## src/rtl/rr_arbiter.sv

```systemverilog
// ---------------------------------------------------------------------------
// rr_arbiter
// Round-robin arbiter that gives one shared datapath slice (the gate/ALU
// resource) to one of NUM_REQ requesters at a time. A grant is held until the
// owner raises its done bit or drops its req bit. Every grant is followed by
// at least one idle cycle. The search for the next owner starts just after
// the previous owner, so every requester gets served in turn.
//
// Optional feature: define ARB_WATCHDOG_EN to build a hold watchdog. If an
// owner keeps the grant for HOLD_MAX cycles, the watchdog takes the grant
// away and pulses timeout for one cycle. Without the macro, timeout is tied
// to 0 and a grant is held for as long as the owner wants.
//
// Ports
//   clk       in   1        rising-edge clock
//   rst_n     in   1        asynchronous active-low reset
//   req       in   NUM_REQ  level request, one bit per requester
//   done      in   NUM_REQ  release strobe; only the owner's bit is honoured
//   grant     out  NUM_REQ  registered one-hot grant, all zero when idle
//   grant_id  out  ID_W     binary index of the owner, valid while busy=1
//   busy      out  1        high while a grant is held
//   timeout   out  1        one-cycle pulse on a watchdog forced release
// ---------------------------------------------------------------------------
module rr_arbiter #(
    parameter int NUM_REQ  = 4,
    parameter int ID_W     = 2,
    parameter int HOLD_MAX = 16
) (
    input  logic               clk,
    input  logic               rst_n,
    input  logic [NUM_REQ-1:0] req,
    input  logic [NUM_REQ-1:0] done,
    output logic [NUM_REQ-1:0] grant,
    output logic [ID_W-1:0]    grant_id,
    output logic               busy,
    output logic               timeout
);

    typedef enum logic {
        IDLE,
        GRANT
    } arbState_t;

    arbState_t          state_q;
    logic [NUM_REQ-1:0] grant_q;
    logic [ID_W-1:0]    grantId_q;
    logic [ID_W-1:0]    lastIdx_q;
    logic               busy_q;

    logic               pickValid;
    logic [ID_W-1:0]    pickIdx;
    logic               ownerRelease;

    // The search runs from the highest offset down to the lowest. Each hit
    // overwrites the one before, so the requester closest after lastIdx_q
    // wins. The previous owner is at offset NUM_REQ, so it only wins when
    // no other bit is set.
    always_comb begin
        int cand;
        pickValid = 1'b0;
        pickIdx   = '0;
        cand      = 0;
        for (int i = NUM_REQ; i >= 1; i--) begin
            cand = (int'(lastIdx_q) + i) % NUM_REQ;
            if (req[cand[ID_W-1:0]]) begin
                pickValid = 1'b1;
                pickIdx   = cand[ID_W-1:0];
            end
        end
    end

    // Only the owner's own bits count. Activity on other bits is ignored.
    assign ownerRelease = done[grantId_q] | ~req[grantId_q];

`ifdef ARB_WATCHDOG_EN
    localparam int CNT_W = $clog2(HOLD_MAX) + 1;
    localparam logic [CNT_W-1:0] HOLD_LIMIT = CNT_W'(HOLD_MAX - 1);

    logic [CNT_W-1:0] holdCnt_q;
    logic             timeout_q;

    // Arbiter FSM with a watchdog. A normal release is checked before the
    // limit, so a release that falls on the same cycle as the limit does
    // not raise timeout. A forced release leaves lastIdx_q on the offender,
    // so the offender gets the lowest priority next time.
    always_ff @(posedge clk or negedge rst_n) begin
        if (!rst_n) begin
            state_q   <= IDLE;
            grant_q   <= '0;
            grantId_q <= '0;
            lastIdx_q <= ID_W'(NUM_REQ - 1);
            busy_q    <= 1'b0;
            holdCnt_q <= '0;
            timeout_q <= 1'b0;
        end else begin
            timeout_q <= 1'b0;
            case (state_q)
                IDLE: begin
                    if (pickValid) begin
                        state_q   <= GRANT;
                        grant_q   <= NUM_REQ'(1) << pickIdx;
                        grantId_q <= pickIdx;
                        lastIdx_q <= pickIdx;
                        busy_q    <= 1'b1;
                        holdCnt_q <= '0;
                    end
                end
                GRANT: begin
                    if (ownerRelease) begin
                        state_q <= IDLE;
                        grant_q <= '0;
                        busy_q  <= 1'b0;
                    end else if (holdCnt_q == HOLD_LIMIT) begin
                        state_q   <= IDLE;
                        grant_q   <= '0;
                        busy_q    <= 1'b0;
                        timeout_q <= 1'b1;
                    end else begin
                        holdCnt_q <= holdCnt_q + 1'b1;
                    end
                end
                default: begin
                    state_q <= IDLE;
                    grant_q <= '0;
                    busy_q  <= 1'b0;
                end
            endcase
        end
    end

    assign timeout = timeout_q;
`else
    // Arbiter FSM without a watchdog. grant_id keeps its value after a
    // release, so the resource mux select does not change while idle.
    always_ff @(posedge clk or negedge rst_n) begin
        if (!rst_n) begin
            state_q   <= IDLE;
            grant_q   <= '0;
            grantId_q <= '0;
            lastIdx_q <= ID_W'(NUM_REQ - 1);
            busy_q    <= 1'b0;
        end else begin
            case (state_q)
                IDLE: begin
                    if (pickValid) begin
                        state_q   <= GRANT;
                        grant_q   <= NUM_REQ'(1) << pickIdx;
                        grantId_q <= pickIdx;
                        lastIdx_q <= pickIdx;
                        busy_q    <= 1'b1;
                    end
                end
                GRANT: begin
                    if (ownerRelease) begin
                        state_q <= IDLE;
                        grant_q <= '0;
                        busy_q  <= 1'b0;
                    end
                end
                default: begin
                    state_q <= IDLE;
                    grant_q <= '0;
                    busy_q  <= 1'b0;
                end
            endcase
        end
    end

    assign timeout = 1'b0;
`endif

    assign grant    = grant_q;
    assign grant_id = grantId_q;
    assign busy     = busy_q;

endmodule

```

## config.mk

```make
export PLATFORM = sky130hd
export DESIGN_NAME = rr_arbiter
export DESIGN_NICKNAME = d
export VERILOG_FILES = /design/src/rtl/rr_arbiter.sv
export SDC_FILE = /design/constraint.sdc
export NUM_CORES = 1
export LEC_CHECK = 0
export ABC_AREA = 1
export CAP_MARGIN = 20
export CORE_AREA = 2 2 39 41
export DETAILED_ROUTE_END_ITERATION = 12
export DIE_AREA = 0 0 41 43
export DONT_BUFFER_PORTS = 1
export MAX_ROUTING_LAYER = met4
export PLACE_DENSITY = 0.65
export REMOVE_ABC_BUFFERS = 1
export SLEW_MARGIN = 20
export SYNTH_ARGS = -nofsm -noshare
export SYNTH_HDL_FRONTEND = slang
export SYNTH_SLANG_ARGS = --single-unit
```

## constraint.sdc

```tcl
create_clock -name clk -period 2.5 [get_ports clk]
set_input_delay 0.75 -clock clk [delete_from_list [all_inputs] [get_ports clk]]
set_output_delay 0.75 -clock clk [all_outputs]
set_load 0.01 [all_outputs]
```

[Word level (Yosys, flattened, before mapping)]
Cells that the tools add are included.
Storage, ports and cells
  register bits: 10
  output and inout port bits: 8
  input port bits: 10
Cells by class
  order comparisons: 5
  equality and inequality tests: 2
  bitwise operators: 3
  multiplexer cells: 29
  $add $sub $neg: 4
  shifts and indexed selects: 1
  reduce and logical (&&, ||, !) cells: 2
Operator list (number)
  < comparator 2 x 3 -> 1 bit, second input constant: 5
  2-to-1 mux 1 bit: 14
  binary-select mux 1 bit (select 2 bit): 6
  2-to-1 mux 2 bit: 4
  2-to-1 mux 4 bit: 2
  case mux 4 bit (2 select lines): 1
  adder 2 x 1 -> 2 bit, second input constant: 2
  adder 2 bit, second input constant: 2
  case mux 1 bit (2 select lines): 2
  AND reduction 2 bit: 2
  << shifter 1 x 2 -> 4 bit, first input constant: 1
  inequality test 2 x 1 -> 1 bit, second input constant: 1
  inequality test 2 bit, second input constant: 1
  inverter 1 bit: 2
  OR 1 bit: 1

[Logic depth before layout (Yosys ltp)]
Gate-level depths: netlist of the first run.
  depth in word-level cells: 10
  depth in mapped cells: 12

[Least setup slack after synthesis of the first run]
OpenSTA, ideal clock, no wires.
  kind: input -> register
  from: input port req[1]
  to: register grantId_q[0], in the netlist grant_id[0]
  setup time: 128 ps
  path buffers: 0
  data required time: 2372 ps
  stages on the path: 10
  arrival time: 1447 ps
  path slack: 925 ps
  cells stage by stage: inv_1 -> nand2_1 -> nand3_1 -> nand2_1 -> inv_1 -> nand2_1 -> nand3_1 -> nand2_2 -> nand2_1 -> o21ai_0
On the way
  longest elaborated chain between the ends: 7
RTL lines
  start: declaration: RTL line 31  | input logic [NUM_REQ-1:0] req,
  binary-select mux 1 bit (select 2 bit): RTL line 65  | if (req[cand[ID_W-1:0]]) begin
  2-to-1 mux 1 bit (not written as such): RTL line 65
  2-to-1 mux 1 bit (4 in series): RTL line 65
  AND reduction 2 bit (no line)
  end signal: assignment: RTL line 148  | grantId_q <= pickIdx;
  end: declaration: RTL line 46  | logic [ID_W-1:0] grantId_q;
Several ways; a longest one is shown, not always the timed one. The select of a mux whose other input is x is not followed.
A chain may end at the register's enable or synchronous reset.

[Worst setup path after layout of the first run]
  from: register lastIdx_q[0]
  to: register grantId_q[0], in the netlist grant_id[0]
On the way
  longest elaborated chain between the ends: 8
RTL lines
  start: declaration: RTL line 47  | logic [ID_W-1:0] lastIdx_q;
  start signal: assignment: RTL line 140  | lastIdx_q <= ID_W'(NUM_REQ - 1);
  start signal: assignment: RTL line 149  | lastIdx_q <= pickIdx;
  adder 2 x 1 -> 2 bit: RTL line 64  | cand = (int'(lastIdx_q) + i) % NUM_REQ;
  binary-select mux 1 bit (select 2 bit): RTL line 65
  2-to-1 mux 1 bit (not written as such): RTL line 65
  2-to-1 mux 1 bit (4 in series): RTL line 65
  AND reduction 2 bit (no line)
Several ways; a longest one is shown, not always the timed one. The select of a mux whose other input is x is not followed.

==> flow_metrics.env, run 1 <==
export IMPL_status="finished, final reports clean"
export IMPL_seq_area_frac_synth=0.370
export IMPL_top_level_ports=18
export IMPL_ir_worst_vdd_mv=0.610
export IMPL_drv_slew=0
export IMPL_hold_buffers=0
export IMPL_antenna_found_initial=0
export IMPL_rsz0062_at_grt="false"
export IMPL_hold_class="primary input to asynchronous set/reset pin"
export IMPL_routedWlPerCell_um=11.4
export IMPL_clk_latency_ns=0.27
export IMPL_gp_congestion=0.832
export IMPL_track_usage=0.206
export IMPL_grt_max_degree=11
export IMPL_ant_nets=0
export IMPL_post_drt_via_cell_ratio=5.19
export IMPL_ys_ff_latch=10
export IMPL_cellPowerDensity_mw_per_mm2=1540
export IMPL_dp_hpwl_um=1050
export IMPL_cts_tree="done"
export IMPL_grt_pass1_wl_um=2380
export IMPL_row_count=14
export IMPL_post_route_period_util=0.645
export IMPL_power_leakage_nw=0.403
export IMPL_syn_to_final_growth_pct=5.49
export IMPL_final_instance_count_excl_fill=117
export IMPL_critPathCaptureType="flip-flop"
export IMPL_critPathKind="flip-flop to flip-flop"
export IMPL_min_period_ns=1.61
export IMPL_die_h_um=43
export IMPL_critPathRequiredTime_ns=2.65
export IMPL_cts_buffers=3
export IMPL_first_pass_iters=4
export IMPL_synthMostInstantiatedCell="nand2_1"
export IMPL_cts_root_buf="clkbuf_4"
export IMPL_postCtsSetupRepairBufs=0
export IMPL_drive_above_1_share=0.188
export IMPL_synthesis_instances=99
export IMPL_hold_ws_ns=0.163
export IMPL_maxCapViolations=0
export IMPL_cp_data_arrival_time_ns=1.77
export IMPL_total_power_w=0.00111
export IMPL_wirelength_um=1340
export IMPL_fin_skew_ns=0.00963
export IMPL_cts_htree_levels=1
export IMPL_die_area_mm2=0.00176
export IMPL_n_antenna_cell=0
export IMPL_start_util=0.494
export IMPL_synth_area_leaders="dfrtp_1 (29%), nand2_1 (23%), nand3_1 (8.1%), dfstp_2 (7.7%), inv_1 (5.5%)"
export IMPL_syn_area_um2=683
export IMPL_ys_top_cells_by_count="nand2_1 (41), nand3_1 (11), inv_1 (10)"
export IMPL_yosysWarnings=0
export IMPL_setup_violations=0
export IMPL_place_ws_ns=0.762
export IMPL_syn_avg_cell_area_um2=6.90
export IMPL_post_place_cells=113
export IMPL_ctsResizeCount=0
export IMPL_worst_slack_ns=0.888
export IMPL_vias=607
export IMPL_clkTransAtPathRegs_ns=0.07
export IMPL_fmaxAchievable_mhz=620
export IMPL_synth_top_cell_by_area="dfrtp_1"
export IMPL_overflow=0
export IMPL_synth_edf_count=0
export IMPL_core_area_mm2=0.00138
export IMPL_drc_errors=0
export IMPL_grt_pass1_vias=589
export IMPL_cts_sinks=10
export IMPL_drt_initial_drc_count=10
export IMPL_die_w_um=41
export IMPL_async_reset_ff_frac=1.00
export IMPL_ys_types=22
export IMPL_ys_flop_type="dfrtp_1"
export IMPL_netlist_area_leader_share=0.293
export IMPL_worstSetupStartpointType="flip-flop"
export IMPL_clk_path_buf_depth=2
export IMPL_tns_ns=0
export IMPL_portBuffers=0
export IMPL_num_nets_final=112
export IMPL_critPathMaxFanout=8
export IMPL_hold_viol=0
-- registers in the layout (all words and copies together) (netlist names) --
signal     flops
lastIdx_q      2
grant          4
busy           1
grant_id       2
state_q        1
-- final timing paths --
path	cells after the start	startpoint	slack, ns	endpoint
max in group asynchronous	0	rst_n	2.16	lastIdx_q[0]
hold reg to reg	2	busy	0.54	busy
setup reg to reg	11	lastIdx_q[0]	0.89	grant_id[0]
min in group clk	2	busy	0.54	busy
hold / removal	0	rst_n	0.16	grant[3]
setup / recovery	11	lastIdx_q[0]	0.89	grant_id[0]
-- worst max-delay path: stages, from the launching register on --
cell and delay [ns]:
dfstp_2 0.66, inv_8 0.06, nand2_1 0.08, nand3_1 0.11, nand2_1 0.08, inv_1 0.04
nand2_1 0.07, nand2_1 0.05, nand2_1 0.10, nand2_2 0.08, nand2_1 0.08, o21ai_0 0.08
-- placed cells by master (no fill, tap or decap), drive strengths merged, types with 2 or more instances in the layout --
| cell type | netlist | final |
|---|---|---|
| inv | 12 | 12 |
| nor2 | 3 | 3 |
| clkbuf | 0 | 4 |
| dfstp | 2 | 2 |
| o21ai | 5 | 5 |
| a21oi | 3 | 3 |
| nand2 | 47 | 47 |
| nand4 | 2 | 2 |
| nand3 | 11 | 11 |
| dfrtp | 8 | 8 |
-- power breakdown --
part | switching (W) | internal, W | total (W)
clock network | 0.0000588 | 0.0000885 | 0.000147
logic | 0.000405 | 0.000207 | 0.000611
registers | 0.000105 | 0.000249 | 0.000354
total | 0.000569 | 0.000544 | 0.00111
-- routing by layer --
metal	track usage	wire, um	vias up	share of wire
met3	0.0995	86	0	0.064
met1	0.259	630	274	0.47
met4	0.0400	0	0	0
li1	-	-	316	-
met5	-	0	-	0
met2	0.297	619	17	0.46
-- metrics by stage --
step           cell area [um^2]  utilization
6_report                    721        0.521
5_1_grt                     721        0.521
4_1_cts                     721        0.521
3_5_place_dp                684        0.495
3_3_place_gp                684        0.495
2_1_floorplan               664            -
-- final cells by class --
cell class,count,area [um^2]
Clock buffer,4,36.3
Fill cell,140,663
Inverter,12,52.6
Multi-Input combinational cell,75,359
Sequential cell,10,253
Tap cell,16,20.0
-- cells by family (layout without fill, tap and decap cells) --
family | count (synthesis) | in the layout | share of synthesized area
AO/OA/AOI/OAI | 11 | 11 | 0.110
other | 1 | 1 | 0.00549
buffers and inverters | 14 | 16 | 0.104
flip-flops | 10 | 10 | 0.370
AND/OR/NAND/NOR | 63 | 63 | 0.410
Power figures use the tool's default switching activity.
==> run 2, diff against run 1 <==
--- a/config.mk
+++ b/config.mk
@@ -12,7 +12,7 @@
 export DIE_AREA = 0 0 41 43
 export DONT_BUFFER_PORTS = 1
 export MAX_ROUTING_LAYER = met4
-export PLACE_DENSITY = 0.65
+export PLACE_DENSITY = 0.68
 export REMOVE_ABC_BUFFERS = 1
 export SLEW_MARGIN = 20
 export SYNTH_ARGS = -nofsm -noshare
==> constraint.sdc (replaced) <==
create_clock -name clk -period 1.43 [get_ports clk]
set_input_delay 0.429 -clock clk [delete_from_list [all_inputs] [get_ports clk]]
set_output_delay 0.429 -clock clk [all_outputs]
set_load 0.01 [all_outputs]
==> run 2 against run 1 <==
The flow now finishes with violations (negative setup slack). Cell count is 5.1% higher. Utilization is 11 points higher. Non-clock buffer count is 6 higher. Power is 120% higher. Global-route usage is 0.38 points higher. First-iteration DRC count is 40% lower. Via count is 6.6% higher. Clock skew is 0.0075 ns lower. Sequential share of layout area is 6.1 points lower. Die area stayed put. Combinational power grew to 2.5 times the previous value. Largest cell class unchanged.
==> flow_metrics.env, run 2 (synthesized netlist as in run 1, its figures left out) <==
export IMPL_critPathMaxFanout=8
export IMPL_num_nets_final=118
export IMPL_final_util=0.631
export IMPL_drive_above_1_share=0.383
export IMPL_cts_buffers=3
export IMPL_worst_slack_ns=-0.145
export IMPL_ant_nets=0
export IMPL_rsz0062_at_grt="true"
export IMPL_cts_root_buf="clkbuf_4"
export IMPL_syn_to_final_growth_pct=27.8
export IMPL_drt_initial_drc_count=6
export IMPL_r2r_slack_ns=-0.14
export IMPL_clk_latency_ns=0.26
export IMPL_core_area_mm2=0.00138
export IMPL_clkTransAtPathRegs_ns=0.07
export IMPL_met3_length_um=41
export IMPL_ir_worst_vdd_mv=1.24
export IMPL_die_area_mm2=0.00176
export IMPL_total_power_w=0.00242
export IMPL_routedWlPerCell_um=12.4
export IMPL_status="finished with violations"
export IMPL_final_cell_area_um2=873
export IMPL_layout_common_cells="nand2_1 (28), nand2_2 (13), inv_1 (9)"
export IMPL_grt_max_degree=9
export IMPL_reg2reg_to="grant_id[0]"
export IMPL_whs_endpoint="state_q"
export IMPL_grt_pass1_vias=651
export IMPL_grt_pass1_wl_um=2510
export IMPL_n_antenna_cell=0
export IMPL_worstSetupStartpointType="flip-flop"
export IMPL_place_area_um2=714
export IMPL_dr_wl_met2_um=799
export IMPL_largest_register_ffs=4
export IMPL_whs_path_depth=3
export IMPL_first_pass_iters=3
export IMPL_cp_data_arrival_time_ns=1.72
export IMPL_track_usage=0.209
export IMPL_min_period_ns=1.57
export IMPL_r2r_start="lastIdx_q[0]"
export IMPL_top_level_ports=18
export IMPL_vias=647
export IMPL_critPathKind="flip-flop to flip-flop"
export IMPL_critPathRequiredTime_ns=1.57
export IMPL_cellPowerDensity_mw_per_mm2=2770
export IMPL_cts_tree="done"
export IMPL_wirelength_um=1520
export IMPL_drc_errors=0
export IMPL_dp_hpwl_um=1130
export IMPL_post_route_period_util=1.10
export IMPL_hold_class="primary input to flip-flop"
export IMPL_die_h_um=43
export IMPL_drv_slew=0
export IMPL_overflow=0
export IMPL_post_drt_via_cell_ratio=5.26
export IMPL_final_common_cell="nand2_1"
export IMPL_critPathCaptureType="flip-flop"
export IMPL_hold_viol=0
export IMPL_worstRegToRegCells=11
export IMPL_row_count=14
export IMPL_die_w_um=41
export IMPL_dr_max_layer_used="met4"
export IMPL_cts_sinks=10
export IMPL_cts_htree_levels=1
export IMPL_fmaxAchievable_mhz=635
export IMPL_wl_met1_um=673
export IMPL_clk_path_buf_depth=2
export IMPL_hp_start="done[0]"
export IMPL_setup_violations=10
export IMPL_maxCapViolations=0
export IMPL_power_leakage_nw=0.460
export IMPL_tns_ns=-1.11
export IMPL_fin_skew_ns=0.00211
export IMPL_portBuffers=0
export IMPL_hold_ws_ns=0.437
export IMPL_start_util=0.494
export IMPL_violations="negative setup slack"
export IMPL_gp_congestion=0.803
export IMPL_antenna_found_initial=0
-- run 2: changes by cell type in the layout (fill, tap and decap cells not counted), moves of 3 or more --
| cell | change |
|---|---|
| nand2_1 | -13 |
| nand3_2 | +4 |
| o21ai_1 | +3 |
| nand2_2 | +8 |
| nand3_1 | -4 |
| o21ai_0 | -3 |
| buf_4 | +4 |
| nand2_4 | +5 |
-- run 2: where the power goes --
group,total [W],internal (W),switching [W]
Sequential,0.000618,0.000435,0.000183
Clock,0.000247,0.000154,0.0000929
Combinational,0.00155,0.000578,0.000976
Total,0.00242,0.00117,0.00125
-- run 2: layer usage --
metal,GRT usage,vias to the layer above
met5,-,-
li1,-,333
met3,0.0262,2
met1,0.248,305
met2,0.334,7
met4,0.100,0
-- run 2: worst max-delay path by stage --
stage | startpoint | end | slack [ns] | cells after the start
after CTS | lastIdx_q[0] | grant[2] | -0.13 | 8
after global placement | lastIdx_q[0] | grant_id[0] | -0.12 | 11
after floorplan | lastIdx_q[0] | grant_id[0] | -0.008 | 11
after detailed placement | lastIdx_q[0] | grant_id[0] | -0.17 | 11
final | lastIdx_q[0] | grant_id[0] | -0.14 | 11
after global routing | lastIdx_q[0] | grant_id[0] | -0.24 | 11
-- run 2: repair_timing --
| action | 4_1_cts | 5_1_grt |
|---|---|---|
| hold endpoints to repair | 8 | 2 |
| hold buffers | 1 | 1 |
| gates cloned | 0 | 0 |
| resized for setup | 21 | 9 |
| setup buffers | 0 | 0 |
| pin swaps | 12 | 3 |
| endpoints found under the setup margin | 10 | 10 |
-- run 2: worst max-delay path: stages (launching register included) --
cell and delay (ns):
dfstp_2 0.66, inv_8 0.06, nand2_2 0.08, nand2_4 0.07, nand2_4 0.09, nand2_2 0.06, nand2_2 0.08, nand2_1 0.06
nand2_2 0.09, nand2_4 0.07, nand2_1 0.07, o21ai_0 0.08
-- run 2: through the flow --
step | setup WS [ns] | cells
after CTS | -0.135 | 122
final | -0.145 | 123
after global placement | -0.117 | 117
after detailed placement | -0.166 | 117
after floorplan | -0.00787 | 97
after global routing | -0.243 | 123
-- run 2: layout make-up --
type | instances | area (um^2)
Tap cell | 16 | 20.0
Sequential cell | 10 | 253
Fill cell | 132 | 510
Timing Repair Buffer | 6 | 50.0
Inverter | 12 | 52.6
Clock buffer | 4 | 36.3
Multi-Input combinational cell | 75 | 462
